--- config.mk ---
export PLATFORM = sky130hd
export DESIGN_NAME = rgb2ycbcr_arb
export DESIGN_NICKNAME = d
export VERILOG_FILES = /design/src/rtl/rgb2ycbcr_pkg.sv /design/src/rtl/vsync_edge.sv /design/src/rtl/rgb2ycbcr_arb.sv
export SDC_FILE = /design/constraint.sdc
export NUM_CORES = 1
export LEC_CHECK = 0
export ABC_AREA = 1
export BUFFER_PORTS_ARGS = -buffer_cell sky130_fd_sc_hd__buf_2
export CAP_MARGIN = 20
export CELL_PAD_IN_SITES_DETAIL_PLACEMENT = 0
export CELL_PAD_IN_SITES_GLOBAL_PLACEMENT = 1
export CORE_MARGIN = 2
export CORE_UTILIZATION = 34
export CTS_CLUSTER_DIAMETER = 50
export DETAILED_ROUTE_END_ITERATION = 10
export GPL_ROUTABILITY_DRIVEN = 0
export PLACE_DENSITY = 0.82
export SETUP_SLACK_MARGIN = 0.05
export SYNTH_ARGS = -nofsm -noshare
export SYNTH_HDL_FRONTEND = slang
export SYNTH_SLANG_ARGS = --single-unit
export TNS_END_PERCENT = 20
--- constraint.sdc ---
create_clock -name clk -period 1.6 [get_ports clk]
set_input_delay 0.32 -clock clk [delete_from_list [all_inputs] [get_ports clk]]
set_output_delay 0.32 -clock clk [all_outputs]
set_load 0.1 [all_outputs]
--- src/rtl/rgb2ycbcr_pkg.sv ---
// Shared definitions for the RGB->YCbCr front-end: arbiter FSM states,
// cfg_mode encodings and the converter latency shared with the converter.
package rgb2ycbcr_pkg;

   typedef enum logic [1:0] {
      IDLE,
      WAIT_SOF,
      ACTIVE,
      DRAIN
   } arb_state_e;

   localparam logic [1:0] MODE_SRC0  = 2'd0;  // source 0 only
   localparam logic [1:0] MODE_SRC1  = 2'd1;  // source 1 only
   localparam logic [1:0] MODE_RR    = 2'd2;  // alternate per frame
   localparam logic [1:0] MODE_FIRST = 2'd3;  // first vsync rise wins

   // Pipeline depth of the RGB->YCbCr converter in clk cycles.
   localparam int unsigned LAT_DEFAULT = 3;

endpackage

--- src/rtl/vsync_edge.sv ---
// Registered rising-edge detector for a source vsync.
// Ports:
//   clk   - pixel clock
//   rst_n - asynchronous active-low reset
//   vsync - raw vsync from the source
//   rise  - high in the cycle where vsync is high and was low the cycle before
module vsync_edge (
   input  logic clk,
   input  logic rst_n,
   input  logic vsync,
   output logic rise
);

   logic vsync_q;

   always_ff @(posedge clk or negedge rst_n) begin
      if (!rst_n) begin
         vsync_q <= 1'b0;
      end else begin
         vsync_q <= vsync;
      end
   end

   assign rise = vsync & ~vsync_q;

endmodule

--- src/rtl/rgb2ycbcr_arb.sv ---
// Frame-boundary arbiter sharing one RGB->YCbCr converter between two RGB888
// sources. One source is granted per frame; its vsync/clken/valid/data are
// forwarded through one register stage, the other source is dropped.
// Ports:
//   clk, rst_n                     - pixel clock, async active-low reset
//   s0_*, s1_*                     - source vsync/clken/valid/data {R,G,B}
//   cfg_enable, cfg_mode           - arbitration enable and grant policy
//   rgb_vsync/clken/valid/data     - registered stream to the converter
//   out_src                        - granted source aligned with converter output
//   grant                          - currently granted source
//   busy                           - FSM outside IDLE
//   frame_done                     - pulse once a frame has left the converter
//   pix_err                        - pulse on a short frame
module rgb2ycbcr_arb
   import rgb2ycbcr_pkg::*;
#(
   parameter int unsigned IMG_W = 640,
   parameter int unsigned IMG_H = 480,
   parameter int unsigned LAT   = LAT_DEFAULT
) (
   input  logic        clk,
   input  logic        rst_n,
   input  logic        s0_vsync,
   input  logic        s0_clken,
   input  logic        s0_valid,
   input  logic [23:0] s0_data,
   input  logic        s1_vsync,
   input  logic        s1_clken,
   input  logic        s1_valid,
   input  logic [23:0] s1_data,
   input  logic        cfg_enable,
   input  logic [1:0]  cfg_mode,
   output logic        rgb_vsync,
   output logic        rgb_clken,
   output logic        rgb_valid,
   output logic [23:0] rgb_data,
   output logic        out_src,
   output logic        grant,
   output logic        busy,
   output logic        frame_done,
   output logic        pix_err
);

   localparam int unsigned NPIX = IMG_W * IMG_H;
   localparam int unsigned CW   = $clog2(NPIX);
   localparam int unsigned DW   = $clog2(LAT + 1);

   arb_state_e    state_q, state_d;
   logic [1:0]    mode_q;
   logic          grant_q, last_grant_q, grant_tgt;
   logic [CW-1:0] pix_cnt_q;
   logic [DW-1:0] drain_cnt_q;
   logic          rise0, rise1;
   logic          sel, g_rise, pix_in, sof, last_pix, early, drain_end;
   logic          fwd, enter_wait;
   logic          vsync_q, clken_q, valid_q;
   logic [23:0]   data_q;
   logic          fwd_src_q;
   logic [LAT-1:0] src_pipe_q;
   logic          pix_err_q, frame_done_q;

   vsync_edge u_edge0 (
      .clk   (clk),
      .rst_n (rst_n),
      .vsync (s0_vsync),
      .rise  (rise0)
   );

   vsync_edge u_edge1 (
      .clk   (clk),
      .rst_n (rst_n),
      .vsync (s1_vsync),
      .rise  (rise1)
   );

   // Source selection and frame events. In first-vsync-wins mode the grant is
   // decided combinationally in the SOF cycle so that cycle can be forwarded;
   // src0 wins a same-cycle tie.
   always_comb begin
      sel = grant_q;
      if (state_q == WAIT_SOF && mode_q == MODE_FIRST) begin
         sel = ~rise0;
      end
      g_rise    = sel ? rise1 : rise0;
      pix_in    = sel ? (s1_valid & s1_clken) : (s0_valid & s0_clken);
      sof       = (state_q == WAIT_SOF) && g_rise;
      last_pix  = (state_q == ACTIVE) && pix_in && (pix_cnt_q == CW'(NPIX - 1));
      // Completion in the same cycle as an early rise takes priority.
      early     = (state_q == ACTIVE) && g_rise && !last_pix;
      drain_end = (state_q == DRAIN) && (drain_cnt_q == DW'(LAT));
   end

   // FSM state register.
   always_ff @(posedge clk or negedge rst_n) begin
      if (!rst_n) begin
         state_q <= IDLE;
      end else begin
         state_q <= state_d;
      end
   end

   // FSM next state.
   always_comb begin
      state_d = state_q;
      case (state_q)
         IDLE:     if (cfg_enable) state_d = WAIT_SOF;
         WAIT_SOF: if (sof) state_d = ACTIVE;
         ACTIVE:   if (last_pix || early) state_d = DRAIN;
         DRAIN:    if (drain_end) state_d = cfg_enable ? WAIT_SOF : IDLE;
         default:  state_d = IDLE;
      endcase
   end

   // FSM outputs.
   always_comb begin
      fwd        = sof || (state_q == ACTIVE && !early);
      busy       = (state_q != IDLE);
      enter_wait = (state_d == WAIT_SOF) && (state_q != WAIT_SOF);
      // Leaving DRAIN, last_grant is updated on the same edge, so use grant_q.
      case (cfg_mode)
         MODE_SRC0: grant_tgt = 1'b0;
         MODE_SRC1: grant_tgt = 1'b1;
         MODE_RR:   grant_tgt = (state_q == DRAIN) ? ~grant_q : ~last_grant_q;
         default:   grant_tgt = grant_q;
      endcase
   end

   // Grant, counters and pulses.
   always_ff @(posedge clk or negedge rst_n) begin
      if (!rst_n) begin
         mode_q       <= MODE_SRC0;
         grant_q      <= 1'b0;
         last_grant_q <= 1'b1;
         pix_cnt_q    <= '0;
         drain_cnt_q  <= '0;
         pix_err_q    <= 1'b0;
         frame_done_q <= 1'b0;
      end else begin
         if (enter_wait) begin
            mode_q  <= cfg_mode;
            grant_q <= grant_tgt;
         end else if (sof) begin
            grant_q <= sel;
         end
         if (drain_end) last_grant_q <= grant_q;
         if (sof) begin
            pix_cnt_q <= '0;
         end else if (state_q == ACTIVE && pix_in) begin
            pix_cnt_q <= pix_cnt_q + 1'b1;
         end
         drain_cnt_q  <= (state_q == DRAIN) ? drain_cnt_q + 1'b1 : '0;
         pix_err_q    <= early;
         frame_done_q <= drain_end;
      end
   end

   // Forward stage and source tag pipeline matching the converter latency.
   always_ff @(posedge clk or negedge rst_n) begin
      if (!rst_n) begin
         vsync_q    <= 1'b0;
         clken_q    <= 1'b0;
         valid_q    <= 1'b0;
         data_q     <= '0;
         fwd_src_q  <= 1'b0;
         src_pipe_q <= '0;
      end else begin
         vsync_q    <= fwd & (sel ? s1_vsync : s0_vsync);
         clken_q    <= fwd & (sel ? s1_clken : s0_clken);
         valid_q    <= fwd & (sel ? s1_valid : s0_valid);
         data_q     <= fwd ? (sel ? s1_data : s0_data) : '0;
         fwd_src_q  <= fwd & sel;
         src_pipe_q[0] <= fwd_src_q;
         for (int i = 1; i < LAT; i++) begin
            src_pipe_q[i] <= src_pipe_q[i-1];
         end
      end
   end

   assign rgb_vsync  = vsync_q;
   assign rgb_clken  = clken_q;
   assign rgb_valid  = valid_q;
   assign rgb_data   = data_q;
   assign out_src    = src_pipe_q[LAT-1];
   assign grant      = grant_q;
   assign frame_done = frame_done_q;
   assign pix_err    = pix_err_q;

endmodule

==> summary.txt <==
Outcome
  • Status: finished, violations left
  • Failing checks: setup timing

Clock tree
  • Worst-skew pair later-pin latency: 0.34 ns
  • CTS max path bufs: 2
  • Worst-path clk slew: 0.07 ns
  • H-Tree Depth: 3
  • CTS sink count: 62
  • CTS Buf Count: 9
  • CTS tree: yes
  • Clock root buffer: clkbuf_8

Critical path
  • Max FO, Critical Path: 4
  • CP required: 1.82 ns
  • Startpoint Class: flip-flop
  • R2r worst-path depth: 10
  • CP arrival: 1.96 ns
  • CP Class: flip-flop to flip-flop
  • Crit end category: flip-flop
  • Reg-to-Reg End: fwd_src_q
  • R2R setup slack: -0.14 ns
  • R2R Path Start: state_q[1]

Timing
  • Final setup skew: 0.0133 ns
  • Minimum clock period: 1.74 ns
  • Endpoints failing hold: 0
  • Max-slew headroom: 66.4%
  • Slew Limit Fails: 0
  • PnR worst setup slack: -0.145 ns
  • Maximum clock rate: 0.573 GHz
  • Fin crit share: 109%
  • Slew @ Worst Pin: 0.508 ns
  • RSZ-0062 raised after global routing: true
  • Final setup fails: 34

Logic synthesis
  • Post-synthesis cell area: 3070 um^2
  • Seq cells post-synth: 62
  • Seq/Total Area, Yosys: 50.6%
  • Syn Inst Count: 360
  • Post-synthesis net count: 424
  • Synth unique cells: 33
  • Yosys warnings: 0
  • Avg Inst Size Synth: 8.53 um^2

Cells and area
  • Layout cell share with drive strength beyond 1: 46.4%
  • Filler instances: 787
  • Area Growth Syn to Fin: 50.7%
  • Antenna cells: 0
  • Number of nets in the layout: 574
  • Design area: 4630 um^2
  • Core Util, Final: 53.0%

Power and ir drop
  • Tot Pwr: 8.63 mW
  • PwrDens: 1860 nW/um^2
  • Leakage Power: 2.34 nW
  • Maximum vdd drop: 1220 uV

Floorplanning
  • IO Count: 91
  • Starting density of the core: 35.2%
  • Full die area: 9800 um^2
  • Cell row count: 34
  • Die height: 99.0 um
  • Placeable core region: 8720 um^2
  • Die Width: 99.0 um

Placement
  • Placed Area: 4000 um^2
  • Dpl ws: -0.209 ns
  • Post-DP HPWL: 5660 um
  • Port bufs: 90

Flow run
  • # Max-Cap Violations: 0

GRT
  • Tot GR Track Use: 17.4%
  • GRT met2 Usage: 29.4%
  • Global-route wire length before repair: 13,800 um
  • Global routing's busiest layer: met2
  • GR Layer Usage met3: 5.74%
  • Global-route met1 utilization: 21.2%
  • Maximum number of pins on one net before global-route repair: 63
  • Vias in the first global route: 3,042
  • Grt ovf: 0
  • Initial antenna violation count: 0

Detailed routing
  • Post-DRT Antenna Nets: 0
  • Initial DRC Count: 89
  • Via Count: 2,943
  • Vias per cell: 4.72
  • DRT Wirelength: 8160 um
  • TritonRoute pass-1 iters: 4
  • DRC viols: 0
  • Average wire per standard cell: 13.1 um

Worst hold path
  • Hold Crit Class: input pin to flip-flop
  • Worst min-delay path endpoint: u_edge1.vsync_q
  • Hold_sp: s1_vsync
  • Hold Path Stages: 1
## stage by stage
stage | TNS, ns | hold WS [ns] | instances
after global routing | -7.79 | 0.0896 | 623
after floorplan | -2.21 | 0.0244 | 360
after CTS | -4.34 | 0.0821 | 619
final | -3.85 | 0.0993 | 623
after detailed placement | -4.16 | 0.338 | 591
after global placement | -2.36 | 0.333 | 591
## power by group
| group | total [mW] | internal, mW | switching [mW] |
|---|---|---|---|
| Clock | 1.38 | 0.724 | 0.653 |
| Sequential | 2.24 | 2.02 | 0.222 |
| Combinational | 5.01 | 1.42 | 3.59 |
| Total | 8.63 | 4.16 | 4.46 |
## logic make-up after synthesis
family / count (synthesis) / synth area share (%)
buf+inv: 48 / 6.48
fa+ha+maj: 5 / 2.04
flops: 62 / 50.6
xor+xnor: 8 / 2.28
simple gates: 184 / 27.9
compound gates: 53 / 10.7
## how the worst max path moves through the flow
stage | startpoint | end | slack [ns] | depth (start not counted)
after floorplan | state_q[1] | grant | -0.18 | 7
after global placement | pix_cnt_q[0] | grant | -0.13 | 12
after detailed placement | pix_cnt_q[0] | grant | -0.21 | 12
after CTS | pix_cnt_q[0] | rgb_data[18] | -0.14 | 11
after global routing | pix_cnt_q[0] | grant | -0.24 | 13
final | state_q[1] | fwd_src_q | -0.14 | 10
## repair_timing
| action | CTS | global route |
|---|---|---|
| endpoints found under the hold margin | 23 | 0 |
| pin swaps | 10 | 4 |
| setup buffers | 10 | 3 |
| gates cloned | 2 | 1 |
| endpoints found under the setup margin | 52 | 54 |
| hold buffers | 1 | 0 |
| resized for setup | 31 | 29 |
## state kept, by name, summed over array words and instances, names as in the netlist
signal           count
pix_err              1
pix_cnt_q           19
fwd_src_q            1
state_q              2
last_grant_q         1
rgb_clken            1
frame_done           1
rgb_vsync            1
drain_cnt_q          2
rgb_valid            1
u_edge0.vsync_q      1
u_edge1.vsync_q      1
rgb_data            24
mode_q               2
src_pipe_q           3
grant                1
## cell type report
class	count	area, um^2	share of cell area [%]
clock buffer	9	124	2.68
clock inverter	7	75.1	1.62
inverter	39	158	3.41
multi-input combinational	250	1560	33.8
sequential	62	1560	33.8
tap	108	135	2.92
timing repair buffer	148	1010	21.8
## placed cells by master, fill, tap and decap left out, drive strengths merged, types with 2 or more instances in the layout
master    n
nand2   107
inv      37
nor2     24
xor2      8
ha        5
clkbuf   10
clkinv    7
nand3    26
nor4      4
nor3     12
a21oi    34
dfrtp    61
o31ai     4
or2       2
nand4     9
buf     146
o21ai    13
## synthesized netlist by cell type, drive strengths merged
cell type	instances	area [um^2]
nand2	107	419
dfrtp	61	1530
inv	38	143
a21oi	34	219
nand3	26	163
nor2	24	114
o21ai	13	65.1
nor3	12	60.1
nand4	9	62.6
xor2	8	70.1
buf	7	45.0
ha	5	62.6
nor4	4	25.0
o31ai	4	30.0
clkbuf	2	7.51
or2	2	12.5
a21boi	1	7.51
clkinv	1	3.75
dfstp	1	26.3
o211ai	1	7.51
## critical path, stage by stage, from the launching register on
cell and delay (ns):
dfrtp_2 0.44, nor2_8 0.16, nand2_4 0.08, nand2_4 0.09, nand3_2 0.09, nand4_1 0.13, nand4_2 0.13, a21oi_4 0.18
buf_6 0.16, buf_6 0.13, nor2_1 0.04
## per-layer routing
| metal | wire length, um | up-vias | share of wire, % |
|---|---|---|---|
| met5 | 0 | - | 0 |
| met4 | 146 | 0 | 1.8 |
| met3 | 462 | 11 | 5.7 |
| met2 | 4060 | 68 | 50 |
| met1 | 3490 | 1388 | 43 |
| li1 | - | 1476 | - |
(Power assumes the default switching activity.)
